$ cat src/rtl/button_debounce_ctrl.sv
// Shared-timebase push-button debouncer: 2-flop sync, one prescaler,
// and a four-state stability FSM per channel with registered outputs.
module button_debounce_ctrl #(
  parameter int N_BTN        = 4,
  parameter int CLK_HZ       = 100_000_000,
  parameter int TICK_HZ      = 1000,
  parameter int STABLE_TICKS = 5
) (
  input  logic             clk,
  input  logic             reset,
  input  logic [N_BTN-1:0] btn_raw,
  output logic [N_BTN-1:0] btn_level,
  output logic [N_BTN-1:0] btn_press,
  output logic [N_BTN-1:0] btn_release,
  output logic             tick
);

  localparam int DIV = CLK_HZ / TICK_HZ;
  localparam int PW  = (DIV > 1) ? $clog2(DIV) : 1;
  localparam int CW  = (STABLE_TICKS > 0) ? $clog2(STABLE_TICKS + 1) : 1;

  localparam logic [PW-1:0] PMAX = PW'(DIV - 1);
  localparam logic [CW-1:0] CMAX = CW'(STABLE_TICKS);

  typedef enum logic [1:0] {
    STABLE_LO,
    CHK_HI,
    STABLE_HI,
    CHK_LO
  } state_t;

  logic [N_BTN-1:0] meta;
  logic [N_BTN-1:0] sync;

  always_ff @(posedge clk) begin
    if (reset) begin
      meta <= '0;
      sync <= '0;
    end else begin
      meta <= btn_raw;
      sync <= meta;
    end
  end

  logic [PW-1:0] pcnt;
  logic [PW-1:0] pcnt_nxt;

  assign pcnt_nxt = (pcnt == PMAX) ? '0 : pcnt + PW'(1);

  // tick is a flop that tracks pcnt == DIV-1 without a decode path
  always_ff @(posedge clk) begin
    if (reset) begin
      pcnt <= '0;
      tick <= 1'b0;
    end else begin
      pcnt <= pcnt_nxt;
      tick <= (pcnt_nxt == PMAX);
    end
  end

  for (genvar i = 0; i < N_BTN; i++) begin : g_ch
    state_t        state;
    state_t        state_nxt;
    logic [CW-1:0] cnt;
    logic [CW-1:0] cnt_nxt;
    logic [CW-1:0] cnt_inc;
    logic          press_nxt;
    logic          rel_nxt;
    logic          level_q;
    logic          press_q;
    logic          rel_q;

    assign cnt_inc = cnt + CW'(1);

    always_ff @(posedge clk) begin
      if (reset) begin
        state   <= STABLE_LO;
        cnt     <= '0;
        level_q <= 1'b0;
        press_q <= 1'b0;
        rel_q   <= 1'b0;
      end else begin
        state   <= state_nxt;
        cnt     <= cnt_nxt;
        level_q <= (state_nxt == STABLE_HI) ||
                   (state_nxt == CHK_LO);
        press_q <= press_nxt;
        rel_q   <= rel_nxt;
      end
    end

    // a level flip back aborts before any same-cycle tick is counted
    always_comb begin
      state_nxt = state;
      cnt_nxt   = cnt;
      press_nxt = 1'b0;
      rel_nxt   = 1'b0;
      unique case (state)
        STABLE_LO: begin
          if (sync[i]) begin
            state_nxt = CHK_HI;
            cnt_nxt   = '0;
          end
        end
        CHK_HI: begin
          if (!sync[i]) begin
            state_nxt = STABLE_LO;
            cnt_nxt   = '0;
          end else if (tick) begin
            if (cnt_inc == CMAX) begin
              state_nxt = STABLE_HI;
              cnt_nxt   = '0;
              press_nxt = 1'b1;
            end else begin
              cnt_nxt = cnt_inc;
            end
          end
        end
        STABLE_HI: begin
          if (!sync[i]) begin
            state_nxt = CHK_LO;
            cnt_nxt   = '0;
          end
        end
        CHK_LO: begin
          if (sync[i]) begin
            state_nxt = STABLE_HI;
            cnt_nxt   = '0;
          end else if (tick) begin
            if (cnt_inc == CMAX) begin
              state_nxt = STABLE_LO;
              cnt_nxt   = '0;
              rel_nxt   = 1'b1;
            end else begin
              cnt_nxt = cnt_inc;
            end
          end
        end
        default: begin
          state_nxt = STABLE_LO;
          cnt_nxt   = '0;
        end
      endcase
    end

    assign btn_level[i]   = level_q;
    assign btn_press[i]   = press_q;
    assign btn_release[i] = rel_q;
  end

endmodule

$ cat config.mk
export PLATFORM = sky130hd
export DESIGN_NAME = button_debounce_ctrl
export DESIGN_NICKNAME = d
export VERILOG_FILES = /design/src/rtl/button_debounce_ctrl.sv
export SDC_FILE = /design/constraint.sdc
export NUM_CORES = 1
export LEC_CHECK = 0
export CORE_UTILIZATION = 43
export DETAILED_ROUTE_END_ITERATION = 8
export GPL_TIMING_DRIVEN = 0
export SKIP_CTS_REPAIR_TIMING = 1
export SLEW_MARGIN = 30
export SYNTH_ARGS = -nofsm -noshare
export SYNTH_HDL_FRONTEND = slang
export SYNTH_SLANG_ARGS = --single-unit
$ cat constraint.sdc
create_clock -name clk -period 4.4 [get_ports clk]
set_clock_uncertainty 0.2 [all_clocks]
set_input_delay 1.1 -clock clk [delete_from_list [all_inputs] [get_ports clk]]
set_output_delay 1.1 -clock clk [all_outputs]
set_load 0.02 [all_outputs]
### Yosys cells after proc, flatten, opt, wreduce, memory -nomap -nowiden

Index checks and enable logic that the tools add are counted.

* register bits after elaboration: 58
* input port bits: 6
* output and inout bits: 13
* word-level logic and storage cells: 168

* $add $sub $neg: 5
* equal/unequal tests: 34
* multiplexer cells: 73
* bitwise operators: 12
* reductions and logical operators: 20

Operators with widths (number)
* $mux W3: 24
* $mux W2: 32
* $pmux W3 S4: 4
* $eq A17 B17 Y1 const B: 2
* $eq A2 B2 Y1 const B: 16
* $pmux W2 S4: 4
* $reduce_or A3 Y1: 8
* $add A17 B1 Y17 const B: 1
* $mux W17: 1
* $ne A2 B2 Y1 const B: 8
* $add A3 B1 Y3 const B: 4
* $eq A3 B3 Y1 const B: 4
* $not A1 Y1: 12
* $eq A2 B1 Y1 const B: 4
* $logic_not A2 Y1: 4
* $mux W1: 8
* $reduce_and A2 Y1: 4
* $logic_or A1 B1 Y1: 4

### Depth between registers and ports, before layout

* depth in word-level cells: 8
* mapped depth: 7
* depth with buffers taken out: 7

### Worst setup path before layout

No wires, ideal clock.

* path type: input port to flip-flop
* from: input reset
* to: register tick
* library setup time: 73 ps
* data arrival time: 1569 ps
* data required time: 4127 ps
* slack: 2558 ps
* stages on the path: 3
* path buffers: 0
* cells stage by stage: nand2b_1 -> nand4bb_1 -> nor3_2

RTL lines
* from (decl): line 10 `input logic reset,`
* to (signal assigned): line 57 `tick <= (pcnt_nxt == PMAX);`
* to (decl): line 15 `output logic tick`

### Worst setup path in the final report

* from: register tick
* to: output tick

No word-level cell between the ends.

==> impl_metrics.toml <==
[clocking]
cts_sinks = 56
tritoncts = "yes"
clockBufferDepth = 2
cts-buffers-inserted = 5
cts_root_buf = "clkbuf_8"
path_clk_slew_ps = 90
h-tree-depth = 2
worstSkewPairLatency_ps = 310

[synth]
synthFlopType = "dfxtp_1"
synth_edf_count = 0
syn_inst = 303
async_reset_ff_share_pct = 0
synth_fp_nets = 318
ys_warn_count = 0
syn_area_per_cell_um2 = 9.010
yosys_register_bits = 56
synth.distinct_cells = 39
ys_seq_area_share_pct = 41.06
netlist_area_um2 = 2730

[critical_path]
path_delay_family = "buffers and inverters"
crit_buf_inv = 1
arrival_ps = 1440
cp-end-kind = "primary output"
critPathMaxStageDelay_ps = 660
path_max_fanout = 7
rrSetupSlack_ps = 2220
startpoint_type = "flop"
regToRegStartpoint = "pcnt[0]$_SDFF_PP0_"
crit_required_ps = 3100
path_depth = 1
critPathSlowestCell = "clkdlybuf4s50_1"
cp-startpoint = "tick$_SDFF_PP0_"
r2r_cells = 6
path_class = "reg -> out"
crit_end = "tick"
path_cells = "clkdlybuf4s50_1"
rr_endpoint = "pcnt[5]$_SDFF_PP0_"

[drt]
postRouteAntennaNets = 0
vias = 2056
wl_mm = 5.012
drt_iter0_markers = 65
wl_per_cell_um = 12.41
viasPerCell = 5.089
drtPass1Iterations = 4
remaining_drc_errors = 0

[global_route]
grt_start_max_net_pins = 17
grt_pass1_vias = 1871
grt_first_pass_wirelength_mm = 8.604
grt.total_usage_pct = 16.79
grt_antenna_before_repair = 0
overflow = 0

[finish]
regArea_um2 = 1121
fin_nets = 343
areaGrowthSynthToFinish_pct = 13.98
fillers = 586
diodes = 0
multi_input_area_um2 = 1409
layout.cells.non_filler = 404
postLayoutCellArea_um2 = 3112
drive_above_1_share_pct = 10.94

[floorplanning]
die_h_um = 81.68
die_area_um2 = 6672
initial_core_util_pct = 45.31
row_count = 28
io_pins = 19
die_x_um = 81.68
core_um2 = 6026

[timing]
fin_setup_tns_ps = 0
setup_viol = 0
fin_crit_ps = 2738
fmax_ghz = 0.3653
maxSlewHeadroom_pct = 63.25
worst_pin_slew_ps = 551.2
grt_setup_unrepaired = "false"
fin_ws_ps = 1662
drv_slew = 0
hold_viol = 0
post-route-period-util_pct = 62.22

[place]
place_congestion = 0.8185
port_buffers = 18
placed_area_um2 = 3004
post-place-cells = 396
dp_hpwl_mm = 3.587
dpl_worst_slack_ps = 1703

[pwr]
power.leakage_nw = 1.246
worst_ir_drop_vdd_uv = 212.3
powerDensity_nw_per_um2 = 283.0

[status]
status = "completed"

[hold_path]
holdCritPathClass = "reg -> reg"

[run]
max_cap_violations = 0
==> where the power goes <==
group          total [mW]  leakage, nW  switching, mW  internal [mW]
combinational      0.0336        0.737         0.0198         0.0138
sequential          0.519        0.454        0.00561          0.513
clock               0.328       0.0552          0.159          0.169
total               0.881         1.25          0.185          0.696
==> state kept, by name, summed over array words and instances (netlist names) <==
signal / count
pcnt: 17
g_ch.cnt: 12
g_ch.state: 8
g_ch.press_q: 4
g_ch.rel_q: 4
meta: 4
sync: 4
g_ch.level_q: 2
tick: 1
==> cells in the final DEF (no fill, tap or decap), types with 2 or more instances in the layout <==
master / n
nor3_2: 3
and4b_1: 2
inv_1: 10
nand3_1: 10
and3_1: 2
clkbuf_1: 7
clkbuf_8: 5
nor4b_1: 15
a21oi_1: 19
o21bai_1: 4
clkdlybuf4s50_1: 18
nor4_1: 2
mux2i_1: 4
nand4_4: 2
and3b_1: 5
nor4_4: 2
xor2_1: 15
xnor2_1: 8
nand2_1: 16
nor2b_1: 10
nor4bb_1: 4
o21ai_0: 4
dfxtp_1: 56
nand4_1: 12
nor2_1: 46
and2_1: 4
buf_2: 9
buf_4: 12
ha_1: 9
==> per-layer routing <==
layer  up-vias  track usage, %  wire [um]
li1       1085               -          -
met1       939           23.72       2707
met2        26           25.08       2078
met3         6           4.000        162
met4         0           5.263         63
met5         -               0          0
==> worst min-delay path by stage <==
stage | slack, ps | cells after the start | from | end
after global routing | 270 | 1 | meta[0]$_SDFF_PP0_ | sync[0]$_SDFF_PP0_
after CTS | 250 | 1 | meta[2]$_SDFF_PP0_ | sync[2]$_SDFF_PP0_
final | 250 | 1 | meta[0]$_SDFF_PP0_ | sync[0]$_SDFF_PP0_
after global placement | 220 | 1 | meta[3]$_SDFF_PP0_ | sync[3]$_SDFF_PP0_
after detailed placement | 230 | 1 | meta[2]$_SDFF_PP0_ | sync[2]$_SDFF_PP0_
after floorplan | 210 | 1 | meta[0]$_SDFF_PP0_ | sync[0]$_SDFF_PP0_
==> synthesized netlist by cell type, types with 3 or more instances <==
master,instances,area share (%)
nor3_2,3,1.1
xor2_1,15,4.8
inv_1,10,1.4
ha_1,9,4.1
nand3_1,10,1.8
nand2_1,16,2.2
dfxtp_1,56,41
and3b_1,5,1.6
a21oi_1,19,3.5
nand4_1,12,2.7
nor4b_1,15,4.8
xnor2_1,8,2.6
nor2b_1,10,2.3
o21bai_1,4,1.1
nor2_1,46,6.3
mux2i_1,4,1.5
clkbuf_1,6,0.82
buf_2,9,1.6
buf_4,12,3.3
and2_1,4,0.92
nor4bb_1,4,1.5
o21ai_0,4,0.73
==> final cells by class <==
class	instances	area share, %
Inverter	10	1.206
Tap cell	75	3.016
Sequential cell	56	36.03
Clock inverter	2	1.126
Buffer	28	5.227
Multi-Input combinational cell	209	45.28
Timing Repair Buffer	18	5.790
Clock buffer	6	2.332
==> through the flow <==
step	hold slack, ps	utilization (%)	total power, mW
2_1_floorplan	213.8	-	0.5514
3_3_place_gp	218.9	49.85	0.5639
3_5_place_dp	226.4	49.85	0.5645
4_1_cts	251.3	51.64	0.8943
5_1_grt	265.9	51.64	0.9208
6_report	245.8	51.64	0.8807
==> cell families (layout without fill, tap and decap cells) <==
logic type	count (synthesis)	count (layout)	synth area share, %
flops	56	56	41.06
compound gates	32	32	6.875
fa+ha+maj	9	9	4.125
xor+xnor	23	23	7.379
simple gates	141	141	31.76
mux	4	4	1.467
buf+inv	38	64	7.333
==> worst register-to-register path: stages (launching register included) <==
cell and delay [ps]:
dfxtp_1 470, ha_1 320, and4_1 340, nand4_1 160
nand2b_1 220, buf_2 280, nor2_1 80
Note: power is estimated with default switching activity, not from simulation.
